File: src/rtl/alu_exec_stage_pkg.sv
// rtl/alu_exec_stage_pkg.sv - ALU control codes, exception codes and helpers shared by the EX stage
package alu_exec_stage_pkg;

    localparam int CTRL_W = 5;
    localparam int EXC_W  = 2;

    // ALU control codes produced by the upstream ALU control decoder.
    // Codes 19..30 are unassigned and are treated like ALU_INVALID.
    typedef enum logic [CTRL_W-1:0] {
        ALU_ADD     = 5'd0,
        ALU_ADDU    = 5'd1,
        ALU_SUB     = 5'd2,
        ALU_SUBU    = 5'd3,
        ALU_AND     = 5'd4,
        ALU_OR      = 5'd5,
        ALU_XOR     = 5'd6,
        ALU_NOR     = 5'd7,
        ALU_SLT     = 5'd8,
        ALU_SLTU    = 5'd9,
        ALU_SLL     = 5'd10,
        ALU_SRL     = 5'd11,
        ALU_SRA     = 5'd12,
        ALU_LUI     = 5'd13,
        ALU_LE      = 5'd14,
        ALU_GT      = 5'd15,
        ALU_GE      = 5'd16,
        ALU_JR      = 5'd17,
        ALU_JALR    = 5'd18,
        ALU_INVALID = 5'd31
    } alu_ctrl_e;

    // Exception codes, shared with the interrupt/CP0 logic.
    typedef enum logic [EXC_W-1:0] {
        EXC_NONE = 2'd0,
        EXC_OV   = 2'd1,
        EXC_INV  = 2'd2
    } exc_e;

    function automatic logic is_jump(input logic [CTRL_W-1:0] ctrl);
        return (ctrl == ALU_JR) || (ctrl == ALU_JALR);
    endfunction

endpackage

File: src/rtl/alu_exec_stage_if.sv
// rtl/alu_exec_stage_if.sv - input/output bundles of the EX stage with valid/ready handshakes
//  slave  : the EX stage (consumes in_*, drives in_ready and out_*)
//  master : the surrounding pipeline (drives in_*, out_ready)
interface alu_exec_stage_if #(
    parameter int DATA_W = 32,
    parameter int REG_AW = 5
);
    import alu_exec_stage_pkg::*;

    logic              in_valid;
    logic              in_ready;
    logic [CTRL_W-1:0] in_aluctrl;
    logic [DATA_W-1:0] in_a;
    logic [DATA_W-1:0] in_b;
    logic [4:0]        in_shamt;
    logic [REG_AW-1:0] in_rd;
    logic              in_wen;
    logic [DATA_W-1:0] in_pc;

    logic              out_valid;
    logic              out_ready;
    logic [DATA_W-1:0] out_result;
    logic              out_zero;
    logic              out_jump;
    logic [REG_AW-1:0] out_rd;
    logic              out_wen;
    logic [EXC_W-1:0]  out_exc;
    logic [DATA_W-1:0] out_pc;

    modport slave (
        input  in_valid, in_aluctrl, in_a, in_b, in_shamt, in_rd, in_wen, in_pc,
        output in_ready,
        output out_valid, out_result, out_zero, out_jump, out_rd, out_wen, out_exc, out_pc,
        input  out_ready
    );

    modport master (
        output in_valid, in_aluctrl, in_a, in_b, in_shamt, in_rd, in_wen, in_pc,
        input  in_ready,
        input  out_valid, out_result, out_zero, out_jump, out_rd, out_wen, out_exc, out_pc,
        output out_ready
    );

endinterface

File: src/rtl/alu_exec_stage_core.sv
// rtl/alu_exec_stage_core.sv - combinational ALU: (ctrl, a, b, shamt) -> (result, overflow, invalid)
//  ctrl_i    : ALU control code
//  a_i, b_i  : operands
//  shamt_i   : shift amount
//  result_o  : computed result (zero for invalid codes)
//  ovf_o     : signed overflow of ALU_ADD / ALU_SUB
//  invalid_o : control code is ALU_INVALID or unassigned
module alu_exec_stage_core
    import alu_exec_stage_pkg::*;
#(
    parameter int DATA_W = 32
) (
    input  logic [CTRL_W-1:0] ctrl_i,
    input  logic [DATA_W-1:0] a_i,
    input  logic [DATA_W-1:0] b_i,
    input  logic [4:0]        shamt_i,
    output logic [DATA_W-1:0] result_o,
    output logic              ovf_o,
    output logic              invalid_o
);
    localparam int MSB = DATA_W - 1;

    logic [DATA_W-1:0] sum;
    logic [DATA_W-1:0] b_neg;
    logic [DATA_W-1:0] diff;
    logic              a_is_zero;

    always_comb begin
        sum       = a_i + b_i;
        b_neg     = ~b_i + 1'b1;
        diff      = a_i + b_neg;
        a_is_zero = (a_i == '0);
        result_o  = '0;
        ovf_o     = 1'b0;
        invalid_o = 1'b0;
        case (ctrl_i)
            ALU_ADD: begin
                result_o = sum;
                ovf_o    = (a_i[MSB] == b_i[MSB]) && (sum[MSB] != a_i[MSB]);
            end
            ALU_SUB: begin
                // Overflow rule applied to A + (-B); for B = most-negative, -B wraps to itself.
                result_o = diff;
                ovf_o    = (a_i[MSB] == b_neg[MSB]) && (diff[MSB] != a_i[MSB]);
            end
            ALU_ADDU: result_o = sum;
            ALU_SUBU: result_o = diff;
            ALU_AND:  result_o = a_i & b_i;
            ALU_OR:   result_o = a_i | b_i;
            ALU_XOR:  result_o = a_i ^ b_i;
            ALU_NOR:  result_o = ~(a_i | b_i);
            ALU_SLT:  result_o = DATA_W'($signed(a_i) < $signed(b_i));
            ALU_SLTU: result_o = DATA_W'(a_i < b_i);
            ALU_SLL:  result_o = b_i << shamt_i;
            ALU_SRL:  result_o = b_i >> shamt_i;
            ALU_SRA:  result_o = $unsigned($signed(b_i) >>> shamt_i);
            ALU_LUI:  result_o = {b_i[15:0], {(DATA_W-16){1'b0}}};
            ALU_LE:   result_o = DATA_W'(a_i[MSB] | a_is_zero);
            ALU_GT:   result_o = DATA_W'(!a_i[MSB] && !a_is_zero);
            ALU_GE:   result_o = DATA_W'(!a_i[MSB]);
            ALU_JR,
            ALU_JALR: result_o = a_i;
            default:  invalid_o = 1'b1;
        endcase
    end

endmodule

File: src/rtl/alu_exec_stage.sv
// rtl/alu_exec_stage.sv - EX stage: ALU core plus one-entry output register with valid/ready and flush
//  clk   : clock, all state on rising edge
//  rst   : synchronous reset, active-high (wins over flush)
//  flush : drops the held output and any bundle accepted this cycle
//  bus   : slave side of the in/out handshake bundles
module alu_exec_stage
    import alu_exec_stage_pkg::*;
#(
    parameter int DATA_W = 32,
    parameter int REG_AW = 5
) (
    input  logic                clk,
    input  logic                rst,
    input  logic                flush,
    alu_exec_stage_if.slave     bus
);
    logic [DATA_W-1:0] result_d;
    logic              ovf_d;
    logic              invalid_d;
    exc_e              exc_d;
    logic              accept;

    logic              valid_q;
    logic [DATA_W-1:0] result_q;
    logic              jump_q;
    logic [REG_AW-1:0] rd_q;
    logic              wen_q;
    exc_e              exc_q;
    logic [DATA_W-1:0] pc_q;

    alu_exec_stage_core #(.DATA_W(DATA_W)) u_core (
        .ctrl_i    (bus.in_aluctrl),
        .a_i       (bus.in_a),
        .b_i       (bus.in_b),
        .shamt_i   (bus.in_shamt),
        .result_o  (result_d),
        .ovf_o     (ovf_d),
        .invalid_o (invalid_d)
    );

    // Flush deliberately does not gate in_ready; a bundle accepted under flush is simply dropped.
    assign bus.in_ready = !valid_q || bus.out_ready;
    assign accept       = bus.in_valid && bus.in_ready;
    assign exc_d        = invalid_d ? EXC_INV : (ovf_d ? EXC_OV : EXC_NONE);

    always_ff @(posedge clk) begin
        if (rst) begin
            valid_q  <= 1'b0;
            result_q <= '0;
            jump_q   <= 1'b0;
            rd_q     <= '0;
            wen_q    <= 1'b0;
            exc_q    <= EXC_NONE;
            pc_q     <= '0;
        end else if (flush) begin
            valid_q  <= 1'b0;
            wen_q    <= 1'b0;
            exc_q    <= EXC_NONE;
        end else if (accept) begin
            valid_q  <= 1'b1;
            result_q <= result_d;
            jump_q   <= is_jump(bus.in_aluctrl);
            rd_q     <= bus.in_rd;
            wen_q    <= bus.in_wen && (exc_d == EXC_NONE);
            exc_q    <= exc_d;
            pc_q     <= bus.in_pc;
        end else if (bus.out_ready) begin
            valid_q  <= 1'b0;
        end
    end

    assign bus.out_valid  = valid_q;
    assign bus.out_result = result_q;
    assign bus.out_zero   = (result_q == '0);
    assign bus.out_jump   = jump_q;
    assign bus.out_rd     = rd_q;
    assign bus.out_wen    = wen_q;
    assign bus.out_exc    = exc_q;
    assign bus.out_pc     = pc_q;

endmodule
File: src/flat_wrapper.sv
// flat-port wrapper written by rule: the top's interface ports become plain ports
module alu_exec_stage_flat import alu_exec_stage_pkg::*;
#(
    parameter int DATA_W = 32,
    parameter int REG_AW = 5
)
  (clk, rst, flush, bus_in_valid, bus_in_aluctrl, bus_in_a, bus_in_b, bus_in_shamt, bus_in_rd, bus_in_wen, bus_in_pc, bus_in_ready, bus_out_valid, bus_out_result, bus_out_zero, bus_out_jump, bus_out_rd, bus_out_wen, bus_out_exc, bus_out_pc, bus_out_ready);
  alu_exec_stage_if #(.DATA_W(DATA_W), .REG_AW(REG_AW)) bus_i ();
  input  logic clk;
  input  logic rst;
  input  logic flush;
  input wire logic [$bits(bus_i.in_valid)-1:0] bus_in_valid;
  input wire logic [$bits(bus_i.in_aluctrl)-1:0] bus_in_aluctrl;
  input wire logic [$bits(bus_i.in_a)-1:0] bus_in_a;
  input wire logic [$bits(bus_i.in_b)-1:0] bus_in_b;
  input wire logic [$bits(bus_i.in_shamt)-1:0] bus_in_shamt;
  input wire logic [$bits(bus_i.in_rd)-1:0] bus_in_rd;
  input wire logic [$bits(bus_i.in_wen)-1:0] bus_in_wen;
  input wire logic [$bits(bus_i.in_pc)-1:0] bus_in_pc;
  output wire logic [$bits(bus_i.in_ready)-1:0] bus_in_ready;
  output wire logic [$bits(bus_i.out_valid)-1:0] bus_out_valid;
  output wire logic [$bits(bus_i.out_result)-1:0] bus_out_result;
  output wire logic [$bits(bus_i.out_zero)-1:0] bus_out_zero;
  output wire logic [$bits(bus_i.out_jump)-1:0] bus_out_jump;
  output wire logic [$bits(bus_i.out_rd)-1:0] bus_out_rd;
  output wire logic [$bits(bus_i.out_wen)-1:0] bus_out_wen;
  output wire logic [$bits(bus_i.out_exc)-1:0] bus_out_exc;
  output wire logic [$bits(bus_i.out_pc)-1:0] bus_out_pc;
  input wire logic [$bits(bus_i.out_ready)-1:0] bus_out_ready;
  assign bus_i.in_valid = bus_in_valid;
  assign bus_i.in_aluctrl = bus_in_aluctrl;
  assign bus_i.in_a = bus_in_a;
  assign bus_i.in_b = bus_in_b;
  assign bus_i.in_shamt = bus_in_shamt;
  assign bus_i.in_rd = bus_in_rd;
  assign bus_i.in_wen = bus_in_wen;
  assign bus_i.in_pc = bus_in_pc;
  assign bus_in_ready = bus_i.in_ready;
  assign bus_out_valid = bus_i.out_valid;
  assign bus_out_result = bus_i.out_result;
  assign bus_out_zero = bus_i.out_zero;
  assign bus_out_jump = bus_i.out_jump;
  assign bus_out_rd = bus_i.out_rd;
  assign bus_out_wen = bus_i.out_wen;
  assign bus_out_exc = bus_i.out_exc;
  assign bus_out_pc = bus_i.out_pc;
  assign bus_i.out_ready = bus_out_ready;
  alu_exec_stage #(.DATA_W(DATA_W), .REG_AW(REG_AW)) u_core (.clk(clk), .rst(rst), .flush(flush), .bus(bus_i));
endmodule
File: config.mk
export PLATFORM = sky130hd
export DESIGN_NAME = alu_exec_stage_flat
export DESIGN_NICKNAME = d
export VERILOG_FILES = /design/src/rtl/alu_exec_stage_pkg.sv /design/src/rtl/alu_exec_stage_if.sv /design/src/rtl/alu_exec_stage_core.sv /design/src/rtl/alu_exec_stage.sv /design/src/flat_wrapper.sv
export SDC_FILE = /design/constraint.sdc
export NUM_CORES = 1
export LEC_CHECK = 0
export ABC_AREA = 0
export BUFFER_PORTS_ARGS = -buffer_cell sky130_fd_sc_hd__buf_2
export CORE_UTILIZATION = 37
export DETAILED_ROUTE_END_ITERATION = 12
export PLACE_DENSITY = 0.52
export SLEW_MARGIN = 20
export SYNTH_ARGS = -nofsm -noshare
export SYNTH_HDL_FRONTEND = slang
export SYNTH_SLANG_ARGS = --single-unit
export TNS_END_PERCENT = 20
File: constraint.sdc
create_clock -name clk -period 6.4 [get_ports clk]
set_input_delay 0.32 -clock clk [delete_from_list [all_inputs] [get_ports clk]]
set_output_delay 0.32 -clock clk [all_outputs]
set_load 0.01 [all_outputs]
**Yosys cells after proc, flatten, opt, wreduce, memory -nomap -nowiden**

Cells that the tools add are included.

- Flip-flop bits (word level): 74
- Bits of input ports: 117
- Output and inout bits: 76
- Logic and storage cells: 71

- $add $sub $neg: 3
- Order comparisons: 2
- Equality and inequality tests: 22
- Shifts and indexed selects: 3
- Mux-type cells: 6
- Bitwise operators: 7
- Reduce and logical (&&, ||, !) cells: 21

Operators with widths:

| operator | number |
|---|---|
| case mux 32 bit (16 select lines) | 1 |
| adder 32 bit | 2 |
| logical NOT 32 bit | 2 |
| < comparator 32 bit | 2 |
| NOT 32 bit | 2 |
| equality test 5 x 4 -> 1 bit (second input constant) | 8 |
| adder 32 x 1 -> 32 bit (second input constant) | 1 |
| bitwise AND 32 bit | 1 |
| bitwise OR 32 bit | 1 |
| left shift 32 x 5 -> 32 bit | 1 |
| right shift 32 x 5 -> 32 bit | 1 |
| >>> shifter 32 x 5 -> 32 bit | 1 |
| bitwise XOR 32 bit | 1 |
| equality test 5 x 3 -> 1 bit (second input constant) | 4 |
| OR reduction 19 bit | 1 |
| equality test 5 bit (second input constant) | 3 |
| equality test 5 x 2 -> 1 bit (second input constant) | 2 |
| OR reduction 2 bit | 4 |
| equality test 5 x 1 -> 1 bit (second input constant) | 1 |
| logical AND 1 bit | 5 |
| logical NOT 5 bit | 1 |
| logical NOT 1 bit | 3 |
| 2-to-1 mux 1 bit | 3 |
| equality test 1 bit | 2 |
| 9 further kinds | 11 |

**Logic depth before layout (Yosys ltp)**

- Depth after elaboration: 10
- Depth in mapped cells: 18

**Modules after synthesis**

A second synthesis with hierarchy kept.

- Cell total of the unflattened synthesis: 1900
- Area total of the unflattened synthesis: 13601.8 sq um

Modules (own cells, without submodules):

| module | instances | cells an instance | area each (sq um) | sequential area each (sq um) |
|---|---|---|---|---|
| alu_exec_stage_core | 1 | 1546 | 10639.0 | 0.0 |
| alu_exec_stage | 1 | 354 | 2962.8 | 1481.4 |

**Worst setup path after synthesis**

Ideal clock, no wire load.

- Path type: input -> register
- Start: input bus_in_b[11]
- End: register u_core.result_q[30], in the netlist u_core.bus.out_result[30]
- Arrival time: 3.885 ns
- Required time: 6.273 ns
- Path slack: 2.388 ns
- Stages on the path: 18
- Path buffers: 2
- Cells stage by stage: buf_2 -> or4_4 -> nor4_2 -> nand3_1 -> nor3_2 -> nand2_1 -> nor2_1 -> xnor2_1 -> ha_1 -> clkbuf_1 -> and3_1 -> a221o_1 -> o41ai_1 -> mux2i_1 -> o22a_1 -> a31oi_1 -> a221oi_1 -> o21ai_1

- Cells in the longest elaborated chain, start to end: 4

Ends and longest elaborated chain:

| item | RTL line | source |
|---|---|---|
| start, declared | flat_wrapper.sv:15 | `input wire logic [$bits(bus_i.in_b)-1:0] bus_in_b;` |
| NOT 32 bit | alu_exec_stage_core.sv:30 | `b_neg = ~b_i + 1'b1;` |
| adder 32 x 1 -> 32 bit | alu_exec_stage_core.sv:30 |  |
| adder 32 bit | alu_exec_stage_core.sv:31 | `diff = a_i + b_neg;` |
| case mux 32 bit (16 select lines) * | alu_exec_stage_core.sv:36 | `case (ctrl_i)` |
| end signal, assigned | alu_exec_stage.sv:61 | `result_q <= result_d;` |
| end, declared | alu_exec_stage.sv:24 | `logic [DATA_W-1:0] result_q;` |

Mark *: on every way between the ends. The rest lies on a longest branch, timed or not.
A chain may end at the register's enable or synchronous reset.

**Worst setup path after layout**

- Start: input bus_in_b[2]
- End: register u_core.result_q[29], in the netlist u_core.bus.out_result[29]

The elaborated chain is that of the path after synthesis.

==> parameters.txt <==
Parameter                              Value

Timing
  Timing-limited maximum frequency ... roughly 210 MHz
  Worst slew margin relative to its limit ... 24.05%
  Final max-slew violation count ... 0
  Min Tclk post-route ... around 4800 ps
  Setup TNS ... 0 ps
  Final worst path period share ... 75.67%
  Smallest setup slack after layout ... roughly 1600 ps
  Final-report hold violation count ... 0
  RSZ-0062 raised after global routing ... false
  Setup Viol. Count Final ... 0
  Actual slew at the worst max-slew pin ... between 1000 and 1500 ps
  Worst Skew ... 10.93 ps

Power and ir drop
  Power per standard cell area ... roughly 150 nW/um2
  Peak supply drop ... between 0.09 and 0.1 mV
  Static Leak ... about 6.4 nW

Global routing
  GRT Total Usage ... 34.97%
  Number of antenna violations at the first check in global routing ... 2
  Overall overflow remaining after global route ... 0
  Maximum number of pins on one net before global-route repair ... 72
  Vias in the first global route ... around 15000
  First-pass GRT wire length ... about 100 mm

Critical path
  Arrival time worst endpoint ... slightly above 5000 ps
  Depth of the most critical reg-to-reg path ... 8
  Launching point of the worst reg2reg path ... u_core.bus.out_valid$_SDFFE_PP0P_
  Element type at the critical path end ... register
  Endpoint of the lowest-slack register-to-register path ... u_core.bus.out_result[17]$_SDFFE_PP0P_
  Setup slack of the most critical reg-to-reg path ... between 3000 and 4000 ps
  Highest fanout seen on the critical path ... 14
  Worst Path Required ... about 6600 ps
  Critical path launch point type ... input port
  CP bufs+invs ... 1
  Cell with the biggest individual delay on the critical path ... a2111oi_0
  Classification of the worst setup path ... input port to register
  Critical-path cell list ... buf_2 -> nor4_1 -> nand2_1 -> nor2_1 -> nand4_1 -> nor2b_1 -> nand2_1 -> xnor2_1 -> ha_1 -> and4_1 -> a41oi_1 -> o21ai_0 -> a2111oi_0 -> o21ai_0 -> a32oi_1 -> o21ai_1
  Longest individual stage delay on the worst path ... roughly 900 ps
  Crit-path leading delay family ... simple AND/OR/NAND/NOR gates

Synthesis
  Post-synthesis net count ... approximately 2100
  Flops & latches, synth ... between 70 and 80
  Warnings from Yosys ... 0
  Number of different library cells in the post-synthesis netlist ... 92
  Sequential fraction of the synthesis area ... a little over a tenth
  Fraction of synthesis flops using an asynchronous set or reset pin ... 0%
  Synth top area share ... approximately 12%
  Dominant cells by area after synthesis ... ha_1 12%, dfxtp_1 11%, mux4_2 9.9%
  Dominant synthesized flop cell ... dfxtp_1
  Count of flip-flops with a built-in enable after synthesis ... 0
  Combined area of all synthesized cells ... between 10000 and 15000 um2
  Synth Instances ... about 1900
  Post-synth top area cell ... ha_1
  Average size of a mapped cell ... 7.476 um2

Clock network
  Bufs on Longest Clock Path ... 2
  Clock insertion delay at the later pin of the skew report ... between 300 and 400 ps
  Total setup buffers inserted after CTS ... 0
  Gates resized, CTS repair ... 0
  Post-CTS Hold Fix Bufs ... 0
  TritonCTS sink count ... 74
  Number of buffers created by CTS ... 9
  Clock transition at the registers of the reported paths ... approximately 80 ps
  Clk root buf ... clkbuf_16
  Number of H-tree levels ... 3
  Clock tree from TritonCTS ... yes

Die
  Number of cell rows ... 70
  Die X-Extent ... 196.0 um
  Die height ... between 150 and 200 um
  I/O pin total ... 193
  Placeable core region ... between 30000 and 40000 um2
  Die area ... ~38000 um2
  Effective utilization at floorplan ... roughly 38%

Routing
  Vias per inst ... 6.624
  Antenna-violating nets left ... 0
  Routed WL ... between 60 and 70 mm
  Post-detailed-route DRC marker count ... 0
  Vias after detailed routing ... 15910
  Iteration-0 DRC Markers ... roughly 2100
  Number of detailed-routing iterations run before antenna repair ... 6
  Average detailed-routed wire length per instance ... ~29 um

Layout
  Final non-filler cell total ... between 2000 and 2500
  Final core utilization ... about two fifths
  Most common cell after layout, fill and taps aside ... nand2_1
  Highest-count cells in the layout ignoring fill and taps ... 218 x nand2_1, 189 x buf_2, 172 x a21oi_1
  Area of all placed cells without fillers ... 15290 um2
  Layout cell share with drive strength beyond 1 ... 17.86%
  Net count reported at finish ... between 2000 and 2500
  Number of fill cells ... just under 4000
  Area growth from synthesis to final layout ... 9.825%

Hold path
  Number of instances on the worst hold path ... 3
  Min-Delay Startpoint ... bus_in_pc[0]
  Worst-case hold path end point ... u_core.bus.out_pc[0]$_SDFFE_PP0P_
  Hold Path Class ... input port to register

Place
  Pre-CTS setup slack ... between 1000 and 1500 ps
  Post-placement cell area ... roughly 15000 um2
  Gpl congestion ... 1.061
  Number of I/O port buffers ... 192
  Post-Place Cells ... ~2400
  Half-perimeter wire length of the detailed placement result ... 53.18 mm

Run
  Max_cap viols ... 0

Status
  Result of the run ... complete, no violations
[area by class of cell]
class                   instances  area (um2)  area share [%]
diodes                          1       2.502         0.01637
clock buffers                   9       225.2           1.473
clock inverters                 7       108.9          0.7121
inverters                      98       367.9           2.406
multi-input cells            1528       11370           74.36
flip-flops and latches         74        1481           9.691
well taps                     468       585.6           3.830
repair buffers                216        1149           7.513
[routing by layer]
layer,routed length [um],vias up,GRT usage (%)
met5,13,-,0
met1,27200,7573,45.06
met4,4081,2,18.46
li1,-,7065,-
met2,29350,1035,53.24
met3,8298,230,9.335
[power breakdown]
part | switching, mW | total [mW] | internal (mW)
logic | 0.752 | 1.17 | 0.414
clock network | 0.232 | 0.582 | 0.350
registers | 0.0149 | 0.495 | 0.480
[cells in the mapped netlist, types with 9 or more instances]
library cell,count
a211oi_1,28
a21o_1,31
a21oi_1,172
a221o_1,11
a221oi_1,15
a222oi_1,9
a22oi_1,30
a31oi_1,19
and3_1,11
buf_2,32
clkbuf_1,108
dfxtp_1,74
ha_1,128
inv_1,94
mux2_2,19
mux2i_1,64
mux4_2,61
nand2_1,218
nand2b_1,19
nand3_1,34
nand3b_1,11
nand4_1,27
nor2_1,124
nor2b_1,18
nor3_1,45
nor4_1,31
o211ai_1,29
o21ai_0,67
o21ai_1,45
o21bai_1,16
o221ai_1,9
o22ai_1,16
xnor2_1,63
xor2_1,15
[per-stage QoR]
| step | hold slack [ps] | total power [mW] |
|---|---|---|
| floorplan | 388.9 | 1.251 |
| global placement | 438.2 | 1.632 |
| detailed placement | 444.8 | 1.628 |
| CTS | 186.8 | 2.217 |
| global route | 197.7 | 2.335 |
| finish | 192.7 | 2.242 |
[cell families (layout without fill, tap and decap cells)]
group | Yosys count | in the layout | share of synthesized area, %
AOI/OAI and AO/OA | 590 | 590 | 28.20
and+or+nand+nor | 582 | 582 | 20.17
buffers and inverters | 260 | 330 | 7.919
muxes | 147 | 147 | 16.25
adders and majority gates | 130 | 130 | 11.79
xor gates and xnor gates | 79 | 79 | 5.025
DFF | 74 | 74 | 10.64
other | 0 | 1 | 0
[worst max-delay path by stage]
stage	cells past startpoint	endpoint	slack (ps)	startpoint
5_1_grt	16	u_core.bus.out_result[29]$_SDFFE_PP0P_	1100	bus_in_b[2]
3_3_place_gp	16	u_core.bus.out_result[29]$_SDFFE_PP0P_	1310	bus_in_b[2]
6_report	16	u_core.bus.out_result[29]$_SDFFE_PP0P_	1560	bus_in_b[2]
2_1_floorplan	18	u_core.bus.out_result[30]$_SDFFE_PP0P_	2390	bus_in_b[11]
4_1_cts	16	u_core.bus.out_result[29]$_SDFFE_PP0P_	1720	bus_in_b[2]
3_5_place_dp	16	u_core.bus.out_result[29]$_SDFFE_PP0P_	1350	bus_in_b[2]
[flip-flops by register name (all words and copies together), names as in the netlist]
signal	flops
u_core.bus.out_rd	5
u_core.bus.out_jump	1
u_core.bus.out_exc	2
u_core.bus.out_valid	1
u_core.bus.out_result	32
u_core.bus.out_pc	32
u_core.bus.out_wen	1
[tightest hold or removal path: stages]
cell	delay, ps
buf_2	90
nand2_1	40
a21oi_1	50
Power figures use the tool's default switching activity.
